**src/rtl/pattern_det.sv**
```systemverilog
// rtl/pattern_det.sv - serial header/payload frame decoder with good-frame counter
// Optional PDET_ERR_CNT_EN adds err_cnt output and clr_cnt synchronous counter clear.
module pattern_det #(
    parameter int HDR_LEN = 3,
    parameter int DATA_W  = 2,
    parameter int CNT_W   = 8
) (
    input  logic              clk,
    input  logic              rst,
    input  logic              valid,
    input  logic              pattern,
`ifdef PDET_ERR_CNT_EN
    input  logic              clr_cnt,
    output logic [CNT_W-1:0]  err_cnt,
`endif
    output logic [DATA_W-1:0] data_out,
    output logic              data_valid,
    output logic              frame_err,
    output logic              busy,
    output logic [CNT_W-1:0]  frame_cnt
);

    localparam int HW = $clog2(HDR_LEN + 1);
    localparam int DW = $clog2(DATA_W + 1);
    localparam logic [HW-1:0] HDR_LAST = HW'(HDR_LEN - 1);
    localparam logic [DW-1:0] DAT_LAST = DW'(DATA_W - 1);

    typedef enum logic [1:0] {IDLE, HDR, DATA} state_t;

    state_t            state;
    logic [HW-1:0]     hdr_cnt;
    logic [DW-1:0]     dat_cnt;
    logic [DATA_W-1:0] shreg;
    logic [DATA_W-1:0] next_word;
    logic              err_event;
    logic              good_event;

    // A zero in the header or a dropped valid anywhere inside a frame is an error.
    assign err_event  = ((state == HDR) && (!valid || !pattern)) ||
                        ((state == DATA) && !valid);
    assign good_event = (state == DATA) && valid && (dat_cnt == DAT_LAST);
    assign next_word  = DATA_W'({shreg, pattern});

    always_ff @(posedge clk or posedge rst) begin
        if (rst) begin
            state      <= IDLE;
            hdr_cnt    <= '0;
            dat_cnt    <= '0;
            shreg      <= '0;
            data_out   <= '0;
            data_valid <= 1'b0;
            frame_err  <= 1'b0;
            busy       <= 1'b0;
            frame_cnt  <= '0;
`ifdef PDET_ERR_CNT_EN
            err_cnt    <= '0;
`endif
        end else begin
            data_valid <= 1'b0;
            frame_err  <= 1'b0;
            case (state)
                IDLE: begin
                    if (valid && pattern) begin
                        busy <= 1'b1;
                        if (HDR_LEN == 1) begin
                            state   <= DATA;
                            dat_cnt <= '0;
                        end else begin
                            state   <= HDR;
                            hdr_cnt <= HW'(1);
                        end
                    end
                end
                HDR: begin
                    if (err_event) begin
                        frame_err <= 1'b1;
                        state     <= IDLE;
                        busy      <= 1'b0;
                        hdr_cnt   <= '0;
                    end else if (hdr_cnt == HDR_LAST) begin
                        state   <= DATA;
                        hdr_cnt <= '0;
                        dat_cnt <= '0;
                    end else begin
                        hdr_cnt <= hdr_cnt + 1'b1;
                    end
                end
                DATA: begin
                    if (err_event) begin
                        frame_err <= 1'b1;
                        state     <= IDLE;
                        busy      <= 1'b0;
                        dat_cnt   <= '0;
                    end else begin
                        shreg <= next_word;
                        if (good_event) begin
                            data_out   <= next_word;
                            data_valid <= 1'b1;
                            state      <= IDLE;
                            busy       <= 1'b0;
                            dat_cnt    <= '0;
                        end else begin
                            dat_cnt <= dat_cnt + 1'b1;
                        end
                    end
                end
                default: begin
                    state <= IDLE;
                    busy  <= 1'b0;
                end
            endcase

`ifdef PDET_ERR_CNT_EN
            if (clr_cnt) begin
                frame_cnt <= '0;
                err_cnt   <= '0;
            end else begin
                if (good_event && (frame_cnt != '1))
                    frame_cnt <= frame_cnt + 1'b1;
                if (err_event && (err_cnt != '1))
                    err_cnt <= err_cnt + 1'b1;
            end
`else
            if (good_event && (frame_cnt != '1))
                frame_cnt <= frame_cnt + 1'b1;
`endif
        end
    end

endmodule

```
**config.mk**
```make
export PLATFORM = sky130hd
export DESIGN_NAME = pattern_det
export DESIGN_NICKNAME = d
export VERILOG_FILES = /design/src/rtl/pattern_det.sv
export SDC_FILE = /design/constraint.sdc
export NUM_CORES = 1
export LEC_CHECK = 0
export BUFFER_PORTS_ARGS = -buffer_cell sky130_fd_sc_hd__buf_2
export CAP_MARGIN = 20
export CORE_MARGIN = 3
export CORE_UTILIZATION = 40
export CTS_BUF_LIST = sky130_fd_sc_hd__clkbuf_8 sky130_fd_sc_hd__clkbuf_16
export CTS_CLUSTER_SIZE = 12
export DETAILED_ROUTE_END_ITERATION = 7
export SYNTH_ARGS = -nofsm -noshare
export SYNTH_HDL_FRONTEND = slang
export SYNTH_SLANG_ARGS = --single-unit
export TNS_END_PERCENT = 30
```
**constraint.sdc**
```tcl
create_clock -name clk -period 2.38 [get_ports clk]
set_input_delay 0.357 -clock clk [delete_from_list [all_inputs] [get_ports clk]]
set_output_delay 0.357 -clock clk [all_outputs]
set_load 0.02 [all_outputs]
```
# After elaboration in Yosys (flattened, before gate mapping)

Cells that the tools add are included.

Register bits: 20
Bits of input ports: 4
Output and inout bits: 13
Word-level logic and storage cells: 68

Muxes and demuxes: 24
Equality and inequality tests: 11
Bitwise operators: 1
Reductions and logical operators: 20
$add $sub $neg: 3

Operator list:

| operator                                       | number |
|---|---|
| 2-to-1 mux 2 bit                               | 11 |
| AND reduction 3 bit                            | 4 |
| 2-to-1 mux 1 bit                               | 9 |
| adder 8 x 1 -> 8 bit (second input constant)   | 1 |
| != test 8 bit (second input constant)          | 1 |
| one-hot mux 2 bit (2 select lines)             | 2 |
| logical AND 1 bit                              | 6 |
| != test 2 bit (second input constant)          | 3 |
| one-hot mux 2 bit (3 select lines)             | 1 |
| adder 2 x 1 -> 2 bit (second input constant)   | 2 |
| == test 2 x 1 -> 1 bit (second input constant) | 2 |
| == test 2 bit (second input constant)          | 2 |
| AND reduction 2 bit                            | 2 |
| nonzero test 2 bit                             | 2 |
| != test 3 x 2 -> 1 bit (second input constant) | 1 |
| != test 3 bit (second input constant)          | 1 |
| one-hot mux 1 bit (3 select lines)             | 1 |
| zero test 1 bit                                | 2 |
| zero test 2 bit                                | 1 |
| logical OR 1 bit                               | 2 |
| != test 2 x 1 -> 1 bit (second input constant) | 1 |
| OR reduction 2 bit                             | 1 |
| NOT 1 bit                                      | 1 |

# Depth between registers and ports, before layout

Depth after elaboration: 6
Gate-level depth with buffers: 7
Mapped depth without buffers: 6

# Least setup slack after synthesis

OpenSTA, ideal clock, no wires.

Path type: register -> register
Start point: reg state[0]
End point: reg frame_cnt[1]
Slack: 0.830 ns
Arrival time: 1.425 ns
Path buffers: 0
Stages on the path, launching flop included: 6
Cells stage by stage: dfrtp_1 inv_1 ha_1 nand4b_1 a41o_2 mux2_4

Word-level cells in the longest chain between the ends: 4

Ends and longest elaborated chain:

| element                         | line | text |
|---|---|---|
| start: declaration              | 30   | `state_t state;` |
| start signal: assignment        | 46   | `state <= IDLE;` |
| start signal: assignment        | 66   | `state <= DATA;` |
| start signal: assignment        | 69   | `state <= HDR;` |
| == test 2 bit                   | 41   | `assign good_event = (state == DATA) && valid && (dat_cnt == DAT_LAST);` |
| logical AND 1 bit (2 in series) | 41   |  |
| logical AND 1 bit               | 124  | `if (good_event && (frame_cnt != '1))` |
| end signal: assignment          | 125  | `frame_cnt <= frame_cnt + 1'b1;` |
| end: declaration                | 20   | `output logic [CNT_W-1:0] frame_cnt` |

Every way passes these cells.
A chain may end at the register's enable or synchronous reset.

# Worst setup path in the final report

Same ends and word-level chain as after synthesis.

==> metrics.md <==
| Metric | Value |
|---|---|
| Outcome | completed |
| Num CTS Buffers | 3 |
| Area growth syn-to-layout | 15.27% |
| Setup violators final | 0 |
| Worst Tran Pin Value | around 0.74 ns |
| Synth Register Bits | 20 |
| Combinational Power Share | 24.9% |
| Post-synthesis cell type count | 37 |
| R2r endpoint | frame_cnt[1]$_DFFE_PP0P_ |
| # clock sinks | 20 |
| Fin. max-slew vios | 0 |
| Core ar. | 2340 µm² |
| RSZ-0062 raised after global routing | false |
| Routed Wire Length | 2.019 mm |
| Clock latency on the worst-skew pair | between 0.2 and 0.3 ns |
| Gr ovfl total | 0 |
| Syn Nets | 112 |
| Fmax | ~570 MHz |
| I/O pin cnt | 17 |
| Slew headroom | approximately half |
| CTS tree | built |
| Tmin final | 1.755 ns |
| Die area | 3272 µm² |
| Clock root buffer | clkbuf_8 |
| Clock skew | 0.004418 ns |
| Sequential share of the synthesized area | a little under half |
| Worst Path Max Fanout | 7 |
| Synthesized instance count | 104 |
| Switch Pwr | between 0.0002 and 0.0003 W |
| Die span in x | 57.20 µm |
| PwrDens | about 750 nW/µm² |
| # hold bufs at CTS | 0 |
| Initial antenna violation count | 0 |
| First-pass GRT wire length | 3.650 mm |
| Syn_area_per_cell | 10.08 µm² |
| Net Sw Frac | 32.13% |
| Peak VDD IR | 0.0004493 V |
| GP Congestion | just under 0.8 |
| R2R cell count | 5 |
| Hold Crit Class | in -> async |
| Storage element area | approximately 500 µm² |
| Async S/R FF share, synth | 100.0% |
| Inst Count DP | roughly 150 |
| Vias per cell | around 5.4 |
| H-tree depth | 1 |
| Antenna viol nets, final | 0 |
| CP Data Required Time | about 2.5 ns |
| Startpoint types | flip-flop |
| Placed Area | between 1000 and 1500 µm² |
| CTS max path bufs | 2 |
| Overall Global Routing Usage | between 10% and 20% |
| Synth Flop Type | dfrtp_1 |
| WL/cell | 13.46 µm |
| Post-CTS Resized | 0 |
| Rows | 17 |
| Drt drc | 0 |
| Seq pwr share | between 40% and 50% |
| Critical path type | reg -> reg |
| Crit path launch | state[0]$_DFFE_PP0P_ |
| Crit end category | flip-flop |
| Number of global-route vias before repair | ~800 |
| Syn. warnings | 0 |
| Reg clk slew, reported paths | 0.08 ns |
| Worst EP arrival | around 1.9 ns |
| # diodes | 0 |
| Largest net degree at the start of global routing | 21 |
| EDFF count, synth | 0 |
| Leakage | 0.6174 nW |
| Via Count | between 800 and 900 |
| Max_cap viols | 0 |
| Clk pwr share | about 29% |
| Final period util | roughly 74% |
| Pre-Repair DR Iteration Count | 4 |
| I/O Buffers | 16 |
| Fillers | around 240 |
| Area of the multi-input gates | approximately 520 µm² |
| Post-CTS Setup Bufs | 0 |
| Post-DP HPWL | approximately 1.5 mm |
| Layout cells sized above 1 | a little under a quarter |
| Setup_tns | 0 ns |
| First DRT Iteration DRCs | 14 |
| R2r startpoint | state[0]$_DFFE_PP0P_ |
| Non-filler instance count after layout | 150 |
| Initial core utilization | about 45% |
| Fin area | approximately 1200 µm² |
| Area of the mapped netlist | 1049 µm² |
| Die Span Y | between 50 and 60 µm |
| Cell-internal power | slightly above 0.0006 W |
| Fin. Hold Viols | 0 |
| Final #Nets | 131 |
| Reg2Reg Setup Slack | between 0.6 and 0.7 ns |
==> metrics by stage <==
stage / hold WS (ns) / setup slack [ns] / total power [W] / utilization (%)
floorplan: 0.3208 / 0.8304 / 0.0005913 / -
global placement: 0.4877 / 0.6718 / 0.0006462 / 49.30
detailed placement: 0.4899 / 0.6528 / 0.0006489 / 49.30
CTS: 0.2510 / 0.6409 / 0.0009109 / 51.66
global route: 0.2923 / 0.5061 / 0.0009646 / 51.66
finish: 0.2185 / 0.6251 / 0.0009092 / 51.66
==> per-layer routing <==
layer | vias to the layer above | routed length [µm] | track usage, %
li1 | 407 | - | -
met1 | 380 | 1114 | 21.39
met2 | 20 | 796 | 18.43
met3 | 2 | 96 | 3.394
met4 | 0 | 12 | 3.974
met5 | - | 0 | 0
==> cell usage after synthesis, types with 2 or more instances <==
cell | count | area, µm²
inv_1 | 5 | 18.77
nor2_1 | 3 | 11.26
mux2_2 | 2 | 22.52
o21ai_0 | 8 | 40.04
nor2b_1 | 5 | 31.28
a211oi_1 | 2 | 15.01
ha_1 | 4 | 50.05
buf_2 | 2 | 10.01
a31oi_1 | 2 | 12.51
mux2_1 | 2 | 22.52
xnor2_1 | 2 | 17.52
and2_1 | 2 | 12.51
nand2_1 | 11 | 41.29
nand3_1 | 6 | 30.03
a21oi_1 | 3 | 15.01
nand4_1 | 3 | 18.77
dfrtp_1 | 20 | 500.5
nand2b_1 | 3 | 18.77
==> power by group through the flow <==
stage	registers, W	clock network [W]	logic, W
floorplan	0.000433	0	0.000158
global placement	0.000424	0	0.000223
detailed placement	0.000426	0	0.000223
CTS	0.000419	0.000268	0.000224
global route	0.000427	0.000282	0.000255
finish	0.000421	0.000261	0.000227
==> state kept, by name, summed over array words and instances, names as in the netlist <==
| signal | flops |
|---|---|
| busy | 1 |
| dat_cnt | 2 |
| data_out | 2 |
| data_valid | 1 |
| frame_cnt | 8 |
| frame_err | 1 |
| hdr_cnt | 2 |
| shreg | 1 |
| state | 2 |
==> critical path: stages, from the launching register on <==
cell      delay [ns]
dfrtp_1         0.41
inv_1           0.11
ha_1            0.31
nand4b_1        0.20
a41o_2          0.31
mux2_4          0.30
==> how the worst max path moves through the flow <==
stage,to,slack [ns]
after floorplan,frame_cnt[1]$_DFFE_PP0P_,0.83
after global placement,frame_cnt[1]$_DFFE_PP0P_,0.67
after detailed placement,frame_cnt[1]$_DFFE_PP0P_,0.65
after CTS,frame_cnt[1]$_DFFE_PP0P_,0.64
after global routing,data_out[1]$_DFFE_PP0P_,0.51
final,frame_cnt[1]$_DFFE_PP0P_,0.63
==> final cells by class <==
cell class	count	area share (%)
repair buffers	16	6.625
well taps	28	2.899
clock buffers	4	4.555
inverters	5	1.553
flip-flops and latches	20	41.41
multi-input cells	77	42.96
==> cells in the final DEF, fill, tap and decap left out, drive strengths merged, types with 2 or more instances in the layout <==
cell,count
a211oi,2
a21oi,3
a31oi,2
and2,2
buf,16
clkbuf,4
dfrtp,20
ha,4
inv,5
mux2,5
nand2,12
nand2b,3
nand3,6
nand4,3
nor2,5
nor2b,5
o21ai,9
xnor2,2
==> kinds of logic (layout without fill, tap and decap cells) <==
logic type               Yosys count  count (layout)  synth area share, %
AO/OA/AOI/OAI                     24              24                14.92
XOR/XNOR                           3               3                2.506
adder cells (fa/ha/maj)            4               4                4.773
buffers and inverters              7              25                2.745
flip-flops                        20              20                47.73
multiplexers                       5               5                5.727
AND/OR/NAND/NOR                   41              41                21.60
Power figures use the tool's default switching activity.
